**config.mk**
```make
export PLATFORM = sky130hd
export DESIGN_NAME = dlx_branch_unit
export DESIGN_NICKNAME = d
export VERILOG_FILES = /design/src/rtl/dlx_branch_unit.sv
export SDC_FILE = /design/constraint.sdc
export NUM_CORES = 1
export LEC_CHECK = 0
export CORE_ASPECT_RATIO = 0.9
export CORE_UTILIZATION = 50
export CTS_CLUSTER_SIZE = 28
export DETAILED_ROUTE_END_ITERATION = 8
export HOLD_SLACK_MARGIN = 0.1
export PLACE_DENSITY = 0.78
export SETUP_SLACK_MARGIN = 0.15
export SYNTH_ARGS = -nofsm -noshare
export SYNTH_HDL_FRONTEND = slang
export SYNTH_SLANG_ARGS = --single-unit
```
**constraint.sdc**
```tcl
create_clock -name clk -period 3.26 [get_ports clk]
set_clock_uncertainty 0.1 [all_clocks]
set_input_delay 0.652 -clock clk [delete_from_list [all_inputs] [get_ports clk]]
set_output_delay 0.652 -clock clk [all_outputs]
set_load 0.01 [all_outputs]
```
**src/rtl/dlx_branch_unit.sv**
```systemverilog
// DLX branch resolution unit: tests a register against zero, decides the branch
// and produces the next fetch address through a four-state handshake (IDLE/EVAL/ADDR/DONE).
module dlx_branch_unit #(
  parameter int WIDTH = 32
) (
  input  logic             clk,
  input  logic             rst_n,
  input  logic             start,
  input  logic [1:0]       op,
  input  logic [WIDTH-1:0] A,
  input  logic [WIDTH-1:0] pc_in,
  input  logic [WIDTH-1:0] imm,
  input  logic             ack,
  output logic             busy,
  output logic             done,
  output logic             a_zero,
  output logic             taken,
  output logic [WIDTH-1:0] next_pc
);

  typedef enum logic [1:0] {IDLE, EVAL, ADDR, DONE} state_t;

  localparam logic [1:0] OP_NONE = 2'b00;
  localparam logic [1:0] OP_BEQZ = 2'b01;
  localparam logic [1:0] OP_BNEZ = 2'b10;
  localparam logic [1:0] OP_JUMP = 2'b11;

  state_t           state, state_next;
  logic [1:0]       op_q;
  logic [WIDTH-1:0] a_q, pc_q, imm_q;
  logic             eval_zero, eval_taken;
  logic [WIDTH-1:0] addr_offset;

  always_ff @(posedge clk or negedge rst_n) begin
    if (!rst_n) state <= IDLE;
    else        state <= state_next;
  end

  always_comb begin
    state_next = state;
    case (state)
      IDLE:    if (start) state_next = EVAL;
      EVAL:    state_next = ADDR;
      ADDR:    state_next = DONE;
      DONE:    if (ack) state_next = IDLE;
      default: state_next = IDLE;
    endcase
  end

  // Operands are captured only on an accepted request, so start pulses while busy cannot disturb them.
  always_ff @(posedge clk or negedge rst_n) begin
    if (!rst_n) begin
      op_q  <= OP_NONE;
      a_q   <= '0;
      pc_q  <= '0;
      imm_q <= '0;
    end else if (state == IDLE && start) begin
      op_q  <= op;
      a_q   <= A;
      pc_q  <= pc_in;
      imm_q <= imm;
    end
  end

  always_comb begin
    eval_zero  = ~|a_q;
    eval_taken = 1'b0;
    case (op_q)
      OP_BEQZ: eval_taken = eval_zero;
      OP_BNEZ: eval_taken = ~eval_zero;
      OP_JUMP: eval_taken = 1'b1;
      default: eval_taken = 1'b0;
    endcase
    addr_offset = taken ? imm_q : '0;
  end

  // Result registers hold their values through DONE and IDLE until the next request rewrites them.
  always_ff @(posedge clk or negedge rst_n) begin
    if (!rst_n) begin
      a_zero  <= 1'b0;
      taken   <= 1'b0;
      next_pc <= '0;
    end else if (state == EVAL) begin
      a_zero <= eval_zero;
      taken  <= eval_taken;
    end else if (state == ADDR) begin
      next_pc <= pc_q + WIDTH'(1) + addr_offset;
    end
  end

  assign busy = (state != IDLE);
  assign done = (state == DONE);

endmodule

```
==> results.sh, run 1 <==
export IMPL_grt_pass1_vias=5406
export IMPL_yosysSeqAreaShare=0.4796
export IMPL_wl_mm=15.66
export IMPL_fin_setup_tns_ns=0
export IMPL_clk_latency_ns=0.43
export IMPL_hold_worst_slack_ns=0.4019
export IMPL_ir_worst_vdd_v=0.0005001
export IMPL_fmax_mhz=339.7
export IMPL_die_area_um2=14460
export IMPL_status="finished, final reports clean"
export IMPL_cts_tree="built"
export IMPL_syn_num_nets=734
export IMPL_grt_usage=0.2321
export IMPL_yosysMostFrequentCell="dfrtp_1"
export IMPL_overflow=0
export IMPL_fin_crit_sh=0.9030
export IMPL_synth_ff_type="dfrtp_1"
export IMPL_synthCells=595
export IMPL_yosys_register_bits=134
export IMPL_yosysTopAreaCell="dfrtp_1"
export IMPL_h_tree_depth=4
export IMPL_numCtsBuffers=17
export IMPL_end_kind="register"
export IMPL_worstSetupPathType="reg2reg"
export IMPL_initial_core_util=0.5174
export IMPL_async_reset_ff_frac=1.000
export IMPL_vias=5161
export IMPL_drive_gt1_frac=0.2546
export IMPL_leakagePower_nw=3.949
export IMPL_crit_fanout=14
export IMPL_antenna_found_initial=0
export IMPL_drv_cap=0
export IMPL_wl_per_cell_um=16.99
export IMPL_slew_headroom=0.6685
export IMPL_min_period_ns=2.944
export IMPL_final_nets=880
export IMPL_synth_edf_count=0
export IMPL_clockBufferDepth=2
export IMPL_hp_class="reg2reg"
export IMPL_critPathLaunchType="register"
export IMPL_hold_viol_final=0
export IMPL_io_pin_count=138
export IMPL_crit_arrival_ns=3.15
export IMPL_die_x_um=126.6
export IMPL_cts_sinks=134
export IMPL_remaining_drc_errors=0
export IMPL_p_per_area_nw_per_um2=1161
export IMPL_yosys_warnings=0
export IMPL_root_buffer="clkbuf_16"
export IMPL_finalSetupViolations=0
export IMPL_synth_area_per_cell_um2=11.75
export IMPL_total_power_mw=10.77
export IMPL_syn_to_final_growth_pct=32.71
export IMPL_yosysUniqueCellTypes=56
export IMPL_synth_area_um2=6992
export IMPL_rows=40
export IMPL_fp_dieH_um=114.2
export IMPL_routed_via_density=5.598
export IMPL_grt_pass1_wl_mm=26.18
export IMPL_antenna_cells=0
export IMPL_dp_cells=886
export IMPL_netlist_top_cells_count="dfrtp_1 (134), mux2_2 (118), ha_1 (36), nand2_1 (36), a21oi_1 (34)"
export IMPL_tightest_slew_ns=0.4973
export IMPL_worst_ep_required_time_ns=3.47
export IMPL_grt_max_degree=61
export IMPL_ant_nets=0
export IMPL_synth_area_leaders="dfrtp_1 (48%), mux2_2 (19%), ha_1 (6.4%), and2_1 (2.8%), a21oi_1 (2.4%)"
export IMPL_gp_congestion=0.9612
export IMPL_dr_pass1_iters=5
export IMPL_maxSlewViolCount=0
export IMPL_hpwl_mm=11.51
export IMPL_io_buffers=137
export IMPL_first_iter_violations=280
export IMPL_fin_util=0.6867
export IMPL_synth_top_area_share=0.4796
export IMPL_fin_cells=922
export IMPL_core_area_um2=13510
export IMPL_fillers=965
export IMPL_rsz0062_at_grt="no"
export IMPL_clk_pin_slew_ns=0.06
==> stage by stage <==
step           area, um2  setup WS [ns]
2_1_floorplan       6992         0.2571
3_3_place_gp        8601         0.3248
3_5_place_dp        8601         0.2029
4_1_cts             9176         0.1713
5_1_grt             9279         0.1532
6_report            9279         0.3161
==> logic make-up after synthesis <==
kind of cell,synth area share
flip-flops,0.4796
multiplexers,0.1951
AND/OR/NAND/NOR,0.1043
buffers and inverters,0.02040
adder cells (fa/ha/maj),0.06729
XOR/XNOR,0.02756
AO/OA/AOI/OAI,0.1058
==> critical path, stage by stage, from the launching register on <==
cell and delay [ns]:
dfrtp_2 0.44, buf_4 0.19, and2_1 0.15, ha_1 0.38
a21oi_1 0.33, nor2b_1 0.09, o21ai_1 0.24, o311ai_2 0.17
a31oi_2 0.25, o21ai_1 0.10, xor2_1 0.14, mux2_2 0.26
==> per-layer routing <==
layer,share of wire,GRT usage
met5,0,0
met4,0.011,0.06265
met1,0.43,0.2876
met3,0.072,0.09112
met2,0.48,0.3790
==> final timing paths <==
path                            from           to  slack, ns  cells past startpoint
min reg2reg                imm_q[11]    imm_q[11]       0.40                      1
max reg2reg                    taken  next_pc[30]       0.32                     11
max                            taken  next_pc[30]       0.32                     11
min                        imm_q[11]    imm_q[11]       0.40                      1
min in group asynchronous      rst_n    imm_q[14]       0.63                      2
max in group asynchronous      rst_n      a_q[14]       1.61                      3
==> sequential cells by signal (all words and copies together), names as in the netlist <==
name and cells:
a_q 32, imm_q 32, next_pc 32, pc_q 32, op_q 2, state 2
a_zero 1, taken 1
==> power by group <==
| group | switching (mW) | total [mW] | internal, mW |
|---|---|---|---|
| logic | 2.90 | 5.87 | 2.98 |
| registers | 0.529 | 3.07 | 2.54 |
| clock network | 0.747 | 1.82 | 1.07 |
==> cell usage in the layout (no fill, tap or decap), drive strengths merged, types with 5 or more instances in the layout <==
| master | count |
|---|---|
| xnor2 | 14 |
| nor3 | 7 |
| a21o | 7 |
| nor2b | 5 |
| nand3 | 10 |
| a211oi | 6 |
| nand4 | 8 |
| nor2 | 16 |
| o21ai | 19 |
| clkinv | 6 |
| a21oi | 37 |
| mux2 | 119 |
| o31ai | 5 |
| nand2 | 36 |
| buf | 13 |
| xor2 | 8 |
| dfrtp | 134 |
| ha | 36 |
| inv | 17 |
| clkbuf | 19 |
| nor4 | 10 |
| clkdlybuf4s50 | 136 |
| and2 | 31 |
==> final cells by class <==
cell class	instances	area, um2	area share
multi-input combinational	423	3582	0.3861
sequential	134	3354	0.3615
timing repair buffer	150	1510	0.1628
clock buffer	19	442.9	0.04773
tap	168	210.2	0.02265
clock inverter	13	122.6	0.01321
inverter	15	56.30	0.006068
==> what timing repair did <==
item | in CTS | in global routing
setup endpoints to repair | 0 | 7
gates resized for setup | 0 | 15
buffers inserted | 0 | 3
hold endpoints to repair | 47 | 0
hold buffers | 1 | 0
No activity file was read; power rests on OpenSTA's default activity.
==> run 2: changes to the inputs <==
- GPL_ROUTABILITY_DRIVEN: default -> 0
- SLEW_MARGIN: default -> 20
==> results of run 2 <==
The final DEF is identical to that of run 1; final timing and power are the same.
==> run 3: changes to the inputs <==
- CORE_MARGIN: default -> 2
==> run 3 against run 2 <==
  * Die area up 3.4%
  * Power increased by 1.7%
  * Via count decreased by 0.81%
  * Core utilization about the same
  * Combinational power decreased by 1%
  * Sequential power is essentially flat
  * Sequential share of layout area about the same
  * Maximum frequency down 2.6%
  * Final area hardly changed
  * Flip-flop and latch count unchanged
  * Hold slack got worse by 0.24 ns
  * Critical path type unchanged
  * Largest power group unchanged
  * Highest routed layer unchanged
==> results.sh, run 3 (synthesis results as in run 1) <==
export IMPL_antenna_found_initial=0
export IMPL_fp_dieH_um=116.2
export IMPL_core_area_um2=13510
export IMPL_rows=40
export IMPL_finalSetupViolations=0
export IMPL_p_per_area_nw_per_um2=1179
export IMPL_overflow=0
export IMPL_maxSlewViolCount=0
export IMPL_layout_common_cells="clkdlybuf4s50_1 (136), dfrtp_1 (133), mux2_2 (118)"
export IMPL_rsz0062_at_grt="yes"
export IMPL_wl_per_cell_um=17.53
export IMPL_worst_ep_required_time_ns=3.45
export IMPL_rr_startpoint="taken"
export IMPL_ir_worst_vdd_v=0.0005202
export IMPL_io_buffers=137
export IMPL_antenna_cells=0
export IMPL_die_x_um=128.6
export IMPL_cp_slowest_cell="dfrtp_2"
export IMPL_critPathLaunchType="register"
export IMPL_dr_pass1_iters=4
export IMPL_vias=5119
export IMPL_crit_fanout=27
export IMPL_drv_cap=0
export IMPL_wl_mm=16.11
export IMPL_cts_hold_buffers=0
export IMPL_fin_setup_tns_ns=0
export IMPL_grt_max_degree=79
export IMPL_final_common_cell="clkdlybuf4s50_1"
export IMPL_crit_arrival_ns=3.22
export IMPL_final_nets=877
export IMPL_reg2reg_depth=11
export IMPL_crit_start="taken"
export IMPL_fmax_mhz=330.7
export IMPL_hp_class="in2async"
export IMPL_leakagePower_nw=3.968
export IMPL_status="finished, final reports clean"
export IMPL_cp_endpoint="next_pc[29]"
export IMPL_min_period_ns=3.024
export IMPL_first_iter_violations=252
export IMPL_routed_via_density=5.570
export IMPL_hold_viol_final=0
export IMPL_cts_tree="built"
export IMPL_total_power_mw=10.95
export IMPL_hpwl_mm=11.44
export IMPL_remaining_drc_errors=0
export IMPL_placed_cell_area_um2=8581
export IMPL_cp_slowest_stage_delay_ns=0.45
export IMPL_root_buffer="clkbuf_16"
export IMPL_h_tree_depth=4
export IMPL_slew_headroom=0.5281
export IMPL_r2r_slack_ns=0.24
export IMPL_grt_usage=0.2269
export IMPL_ant_nets=0
export IMPL_clockBufferDepth=2
export IMPL_fin_crit_sh=0.9276
export IMPL_io_pin_count=138
export IMPL_end_kind="register"
export IMPL_drive_gt1_frac=0.2437
export IMPL_fin_util=0.6871
export IMPL_die_area_um2=14950
export IMPL_clk_pin_slew_ns=0.06
export IMPL_grt_pass1_vias=5429
export IMPL_tightest_slew_ns=0.7078
export IMPL_r2r_end="next_pc[29]"
export IMPL_worstSetupPathType="reg2reg"
export IMPL_fin_area_um2=9285
export IMPL_hold_worst_slack_ns=0.1627
export IMPL_numCtsBuffers=17
export IMPL_grt_pass1_wl_mm=26.36
export IMPL_syn_to_final_growth_pct=32.80
export IMPL_initial_core_util=0.5174
export IMPL_cts_sinks=134
export IMPL_clk_latency_ns=0.43
export IMPL_crit_chain="buf_6, and2_1, ha_1, nand2_1, nor2_1, a211oi_2, o21ai_1, a221oi_2, a21oi_1, o21a_1, or3b_1"
run 3: changes by cell type in the layout (fill, tap and decap cells not counted), sizes merged:
cell         delta
inv             -3
bufinv          +3
buf             -2
dlygate4sd3     -1
clkbuf          +2
clkinv          -2
run 3: layout make-up:
| cell class | instances | area (um2) |
|---|---|---|
| fillers | 1010 | 4228 |
| multi-input cells | 423 | 3545 |
| flip-flops and latches | 134 | 3354 |
| repair buffers | 147 | 1476 |
| clock buffers | 21 | 470.5 |
| well taps | 168 | 210.2 |
| clock inverters | 11 | 172.7 |
| inverters | 15 | 56.30 |
run 3: how the worst min path moves through the flow:
stage | startpoint | end | slack [ns] | depth (start not counted)
global placement | next_pc[15] | next_pc[15] | 0.38 | 2
floorplan | rst_n | a_q[0] | 0.26 | 0
detailed placement | imm_q[2] | imm_q[2] | 0.39 | 1
global route | rst_n | pc_q[7] | 0.23 | 1
finish | rst_n | imm_q[8] | 0.16 | 1
CTS | rst_n | imm_q[8] | 0.19 | 1
run 3: worst max-delay path, delay by kind of cell (launching register included):
kind | cells | cell delay [ns]
buffers and inverters | 1 | 0.19
AO/OA/AOI/OAI | 5 | 1.04
adder cells (fa/ha/maj) | 1 | 0.38
AND/OR/NAND/NOR | 4 | 0.74
flip-flops | 1 | 0.45
run 3: report_power, final:
part,total (mW),leakage (nW),internal [mW],switching (mW)
Combinational,5.81,2.08,2.92,2.89
Clock,2.07,0.302,1.34,0.726
Sequential,3.07,1.59,2.54,0.528
Total,10.9,3.97,6.81,4.14
run 3: what timing repair did:
| action | CTS | global route |
|---|---|---|
| gates resized for setup | 1 | 8 |
| endpoints found under the setup margin | 1 | 11 |
| buffers inserted | 0 | 2 |
| pin swaps | 0 | 3 |
run 3: layer usage:
layer	share of wire	GRT usage
met3	0.076	0.07421
met5	0	0
met4	0.013	0.08043
met2	0.49	0.3852
met1	0.43	0.2735
run 3: through the flow:
| step | setup slack (ns) | cells |
|---|---|---|
| CTS | 0.1639 | 917 |
| floorplan | 0.2571 | 595 |
| finish | 0.2362 | 919 |
| detailed placement | 0.1758 | 885 |
| global route | 0.1384 | 919 |
| global placement | 0.2747 | 885 |
